`src/rtl/pipo_register_8bit.sv`:
```
// Parallel-in/parallel-out storage register with synchronous load enable
// and synchronous clear; q comes straight from the storage flops.
module pipo_register_8bit #(
  parameter int unsigned           WIDTH       = 8,
  parameter logic [WIDTH-1:0]      RESET_VALUE = '0
) (
  input  logic             clk,
  input  logic             rst,
  input  logic             en,
  input  logic [WIDTH-1:0] d,
  output logic [WIDTH-1:0] q
);

  // Clear has priority over load; otherwise the word is held.
  always_ff @(posedge clk) begin
    if (rst) begin
      q <= RESET_VALUE;
    end else if (en) begin
      q <= d;
    end
  end

endmodule

```
`config.mk`:
```
export PLATFORM = sky130hd
export DESIGN_NAME = pipo_register_8bit
export DESIGN_NICKNAME = d
export VERILOG_FILES = /design/src/rtl/pipo_register_8bit.sv
export SDC_FILE = /design/constraint.sdc
export NUM_CORES = 1
export LEC_CHECK = 0
export ABC_AREA = 0
export CAP_MARGIN = 20
export CORE_AREA = 2 2 39 41
export DETAILED_ROUTE_END_ITERATION = 6
export DIE_AREA = 0 0 41 43
export PLACE_DENSITY_LB_ADDON = 0.15
export SYNTH_ARGS = -nofsm -noshare
export SYNTH_HDL_FRONTEND = slang
export SYNTH_SLANG_ARGS = --single-unit
```
`constraint.sdc`:
```
create_clock -name clk -period 0.8 [get_ports clk]
set_clock_uncertainty 0.15 [all_clocks]
set_input_delay 0.08 -clock clk [delete_from_list [all_inputs] [get_ports clk]]
set_output_delay 0.08 -clock clk [all_outputs]
set_load 0.01 [all_outputs]
```
=== Word level (Yosys, flattened, before mapping) ===
Cells that the tools add are included.

* Memories: 0
* Bits in latches: 0
* Register bits: 8
* Bits of input ports: 11
* Word-level logic and storage cells: 1
* Output and inout bits: 8
* RAM bits: 0
* Bits in read-only memories: 0

* Multiplexer cells: 0
* $add $sub $neg: 0
* Reductions and logical operators: 0
* Multipliers: 0
* $lt $le $gt $ge: 0
* Bitwise operators: 0
* Equality and inequality tests: 0
* Shift operators: 0
* Div/mod/pow operators: 0

=== Logic depth before layout (Yosys ltp) ===
Gate-level depths: netlist (run 1).

* Word-level depth: 0
* Mapped depth: 3
* Mapped depth without buffers: 2

=== Least setup slack after synthesis (run 1) ===
No wires, ideal clock.

* Path type: reg2reg
* Start: register q[0] (netlist name)
* End: register q[0]
* Period minus slack after synthesis: 0.750 ns
* Library setup time: 0.124 ns
* Data required time: 0.526 ns
* Arrival time: 0.476 ns
* Path slack: 0.050 ns
* Buffers on the path: 0
* Stages on the path, launching flop included: 3
* Cell sequence: dfxtp_1 mux2i_1 nor2_1

{| class="wikitable"
|+ RTL lines
! item !! RTL line !! text
|-
| to (signal assigned) || 17 || <nowiki>q <= RESET_VALUE;</nowiki>
|-
| to (signal assigned) || 19 || <nowiki>q <= d;</nowiki>
|-
| to (decl) || 11 || <nowiki>output logic [WIDTH-1:0] q</nowiki>
|}

=== Final worst setup path (run 1) ===
* Start: register q[1]
* End: output q[1]

No word-level cell between the ends.

==> results of run 1 <==
[power by group through the flow]
stage                     Clock (W)  Combinational, W  Sequential [W]
after CTS                  0.000308          0.000180        0.000444
after global routing       0.000335          0.000197        0.000446
after global placement            0          0.000170        0.000441
after detailed placement          0          0.000173        0.000443
final                      0.000287          0.000182        0.000444
after floorplan                   0         0.0000506        0.000454
[layout make-up]
type	count	area [µm²]
fillers	137	827.0
repair buffers	23	234.0
flip-flops and latches	8	170.2
multi-input cells	16	110.1
clock buffers	3	22.52
well taps	16	20.02
[worst min-delay path by stage]
stage	from	endpoint	slack, ns	depth (start not counted)
6_report	en	q[2]	0.25	4
5_1_grt	en	q[2]	0.26	4
4_1_cts	en	q[1]	0.25	4
3_5_place_dp	q[3]	q[3]	0.33	2
3_3_place_gp	q[4]	q[4]	0.32	2
2_1_floorplan	d[0]	q[0]	0.08	2
[logic make-up after synthesis]
kind of cell	count (synthesis)	share of synthesized area, %
DFF	8	56.14
buffers and inverters	2	5.262
and+or+nand+nor	8	10.53
muxes	8	28.07
[through the flow]
| step | power, W | setup slack, ns | utilization (%) | cell area (µm²) | cells |
|---|---|---|---|---|---|
| 6_report | 0.0009141 | -0.1043 | 40.24 | 556.8 | 66 |
| 3_5_place_dp | 0.0006156 | -0.4293 | 36.17 | 500.5 | 62 |
| 4_1_cts | 0.0009325 | -0.1185 | 39.69 | 549.3 | 65 |
| 5_1_grt | 0.0009777 | -0.1403 | 40.24 | 556.8 | 66 |
| 3_3_place_gp | 0.0006119 | -0.3990 | 36.17 | 500.5 | 62 |
| 2_1_floorplan | 0.0005042 | 0.04990 | - | 285.3 | 26 |
[cells in the mapped netlist]
library cell	number	area [µm²]
nor2_1	8	30.03
mux2i_1	8	80.08
buf_1	1	3.750
dfxtp_1	8	160.2
buf_6	1	11.26
[timing repair]
item                                    4_1_cts  5_1_grt
hold endpoints to repair                      0        0
resized for setup                            51        0
endpoints found under the setup margin       16        8
buffers inserted                              0        1
pin swaps                                     0        0
[per-layer routing]
layer  vias to the layer above  track usage [%]  wire [µm]
li1                        137                -          -
met1                       123            9.709        286
met2                        14            14.06        309
met3                         0            4.712         77
met4                         0            6.000          0
met5                         -                0          0
[placed cells by master, fill, tap and decap left out, drive strengths merged]
master and n:
buf 13, clkbuf 3, clkdlybuf4s50 9, dfxtp 8, dlygate4sd2 1, mux2i 8
nor2 8
==> results.json, run 1 <==
{
  "synth_area_um2": 285.3,
  "wl_per_cell_um": 10.20,
  "start_util_pct": 20.61,
  "clk_latency_ns": 0.24,
  "worstPathRequired_ns": 0.57,
  "cts_buffers": 3,
  "p_switching_w": 0.0001915,
  "row_count": 14,
  "grt_overflow": 0,
  "die_w_um": 41,
  "cts_sinks": 8,
  "largest_register": "q",
  "antenna_found_initial": 0,
  "fin_setup_tns_ns": -0.8791,
  "swShare_pct": 20.95,
  "p_leak_nw": 0.2608,
  "antenna_left": 0,
  "pwr-share-seq_pct": 48.6,
  "path_cells": "buf_6",
  "ioPinCount": 19,
  "n_antenna_cell": 0,
  "cp-start-kind": "flop",
  "netlist_instances": 26,
  "fin_crit_ns": 0.9043,
  "r2r_end": "q[3]",
  "cts.clk_slew.worst_paths_ns": 0.05,
  "place_hpwl_um": 515.3,
  "combPwrFrac_pct": 19.9,
  "powerDensity_mw_per_mm2": 1642,
  "violations": "negative setup slack",
  "grt_setup_unrepaired": "true",
  "syn2layout_area_growth_pct": 95.18,
  "via_per_inst": 4.152,
  "layout-drive-gt1-share_pct": 48.00,
  "cp.buffers_inverters": 1,
  "fp.dieH_um": 43,
  "timing.final.crit_share_pct": 113.0,
  "synthDistinctLibCells": 5,
  "power_frac_clock_pct": 31.4,
  "ys_warn_count": 0,
  "rr_worst_depth": 3,
  "grt_max_degree": 5,
  "reg.largest.list": "q x8",
  "cp.arrival_ns": 0.67,
  "fin_nets": 63,
  "crit_path_top_delay_cell": "dfxtp_2",
  "yosysSeqAreaShare_pct": 56.14,
  "route.detailed.drc": 0,
  "gp_congestion": 0.5904,
  "largest_register_ffs": 8,
  "drt_iter0_drc": 0,
  "path_class": "reg2out",
  "r2r_slack_ns": -0.06,
  "syn_avg_cell_area_um2": 10.97,
  "r2r-start": "q[3]",
  "cp-endpoint": "q[1]",
  "drt-total-wl_um": 673,
  "clk_path_buf_depth": 2,
  "htreeDepth": 1,
  "internal_power_w": 0.0007226,
  "vias": 274,
  "grt_pass1_wl_um": 1048,
  "dieArea_mm2": 0.001763,
  "fp.coreArea_mm2": 0.001384,
  "cts_root_buf": "clkbuf_4",
  "drv_slew": 0,
  "cts_tree": "done",
  "holdBufCountCts": 0,
  "drt-pass1-iter-count": 1,
  "yosys_register_bits": 8,
  "fmax_mhz": 1106,
  "slew-limit-headroom_pct": 90.59,
  "hold_viol": 0,
  "critPathTopFamily": "flip-flops",
  "grt_pass1_vias": 267,
  "port-buffer-count": 18,
  "synth_nets": 37,
  "timing.critical_path.depth": 1,
  "worstPathMaxFanout": 2,
  "hold_slack_ns": 0.2459,
  "max-cap-violations": 0,
  "tightest_slew_ns": 0.1372,
  "gr-usage-all-layers_pct": 9.356,
  "crit_start": "q[1]",
  "vdd_drop_max_v": 0.0007651,
  "setup_viol": 9,
  "setup_ws_ns": -0.1043,
  "outcome": "finished, violations left",
  "min_path_type": "in2reg",
  "critical_path.max_stage_delay_ns": 0.32,
  "cp-end-kind": "output pin"
}
Power figures use the tool's default switching activity.
==> run 2, diff against run 1 <==
Settings changed: CTS_CLUSTER_DIAMETER set to 200, SETUP_SLACK_MARGIN set to 0.15.
==> results.json, run 2 (synthesis gave the netlist of run 1 again) <==
{
  "outcome": "finished, violations left",
  "violations": "negative setup slack",
  "path_class": "reg2out",
  "grt_overflow": 0,
  "holdBufCountCts": 0,
  "route.detailed.drc": 0,
  "grt_pass1_vias": 232,
  "p_leak_nw": 0.2553,
  "drt-total-wl_um": 663,
  "drt_iter0_drc": 4,
  "clk_path_buf_depth": 2,
  "swShare_pct": 20.85,
  "antenna_found_initial": 0,
  "ioPinCount": 19,
  "tightest_slew_ns": 0.1373,
  "cts_sinks": 8,
  "cts_buffers": 3,
  "min_path_type": "in2reg",
  "combPwrFrac_pct": 19.6,
  "crit_path_top_delay_cell": "dfxtp_2",
  "cts.clk_slew.worst_paths_ns": 0.05,
  "fmax_mhz": 1100,
  "worstPathRequired_ns": 0.57,
  "cp.arrival_ns": 0.68,
  "fp.dieH_um": 43,
  "critPathTopFamily": "flip-flops",
  "cp.buffers_inverters": 1,
  "cp-end-kind": "output pin",
  "hold_viol": 0,
  "via_per_inst": 3.954,
  "antenna_left": 0,
  "p_switching_w": 0.0001895,
  "layout-drive-gt1-share_pct": 46.94,
  "cp-start-kind": "flop",
  "largest_register_ffs": 8,
  "fin_crit_ns": 0.9093,
  "gr-usage-all-layers_pct": 7.956,
  "port-buffer-count": 18,
  "cts_root_buf": "clkbuf_4",
  "vdd_drop_max_v": 0.0009731,
  "critical_path.max_stage_delay_ns": 0.32,
  "wl_per_cell_um": 10.20,
  "drv_slew": 0,
  "vias": 257,
  "clk_latency_ns": 0.24,
  "fillerInstances": 137,
  "setup_ws_ns": -0.1093,
  "gp_congestion": 0.5714,
  "timing.final.crit_share_pct": 113.7,
  "grt_max_degree": 5,
  "reg.largest.list": "q x8",
  "powerDensity_mw_per_mm2": 1655,
  "pwr-share-seq_pct": 48.9,
  "cts_tree": "done",
  "largest_register": "q",
  "n_antenna_cell": 0,
  "htreeDepth": 1,
  "max-cap-violations": 0,
  "start_util_pct": 20.61,
  "syn2layout_area_growth_pct": 92.54,
  "final_common_cell": "buf_6",
  "slew-limit-headroom_pct": 90.58,
  "fin_total_pwr_w": 0.0009089,
  "die_w_um": 41,
  "internal_power_w": 0.0007194,
  "place_hpwl_um": 547.5,
  "row_count": 14,
  "layout_common_cells": "buf_6 (10), clkdlybuf4s50_1 (9), mux2i_1 (8), nor2_1 (8), dfxtp_2 (8)",
  "worstPathMaxFanout": 2,
  "fin_nets": 62,
  "fin_setup_tns_ns": -0.8213,
  "grt_pass1_wl_um": 897,
  "power_frac_clock_pct": 31.5,
  "setup_viol": 8,
  "dieArea_mm2": 0.001763,
  "drt-pass1-iter-count": 2,
  "grt_setup_unrepaired": "true",
  "path_cells": "buf_6",
  "fp.coreArea_mm2": 0.001384
}
==> run 2: cell count changes in the layout (fill, tap and decap cells not counted), sizes merged <==
| cell | before | now |
|---|---|---|
| buf | 13 | 12 |
==> run 2: repair_timing <==
item | in CTS | in global routing
gates cloned | 0 | 0
gates resized for setup | 43 | 0
setup buffers | 0 | 0
endpoints found under the setup margin | 16 | 16
pin swaps | 0 | 1
==> run 2: metrics by stage <==
step                      cell area, µm²  util (%)  hold slack [ns]  setup slack (ns)  std cells
final                              549.3     39.69           0.2420           -0.1093         65
after CTS                          549.3     39.69           0.2393           -0.1205         65
after floorplan                    295.3         -          0.07708           0.05603         26
after detailed placement           510.5     36.89           0.3313           -0.4366         62
after global placement             510.5     36.89           0.3126           -0.4019         62
after global routing               549.3     39.69           0.2506           -0.1337         65
==> run 2: path summary, 6_finish.rpt <==
| check | from | to | slack (ns) | cells past startpoint |
|---|---|---|---|---|
| max reg2reg | q[6] | q[6] | 0.04 | 2 |
| min reg2reg | q[0] | q[0] | 0.35 | 2 |
| max | q[2] | q[2] | -0.11 | 1 |
| min | en | q[2] | 0.24 | 4 |
==> run 2: metal layers <==
metal  vias up  GRT usage [%]  routed length (µm)
met4         0          4.000                   0
li1        131              -                   -
met1       114          9.091                 281
met3         0          4.712                  67
met2        12          11.25                 314
met5         -              0                   0
==> run 2: cell type report <==
cell class / instances / area (µm²) / share of cell area [%]
repair buffers: 22 / 226.5 / 41.23
flip-flops and latches: 8 / 170.2 / 30.98
well taps: 16 / 20.02 / 3.645
multi-input cells: 16 / 110.1 / 20.05
clock buffers: 3 / 22.52 / 4.100
==> run 2: power by group through the flow <==
| stage | Sequential [W] | Combinational, W | Clock (W) |
|---|---|---|---|
| 2_1_floorplan | 0.000459 | 0.0000507 | 0 |
| 3_3_place_gp | 0.000446 | 0.000171 | 0 |
| 3_5_place_dp | 0.000447 | 0.000174 | 0 |
| 4_1_cts | 0.000445 | 0.000181 | 0.000305 |
| 5_1_grt | 0.000446 | 0.000190 | 0.000323 |
| 6_report | 0.000445 | 0.000178 | 0.000286 |
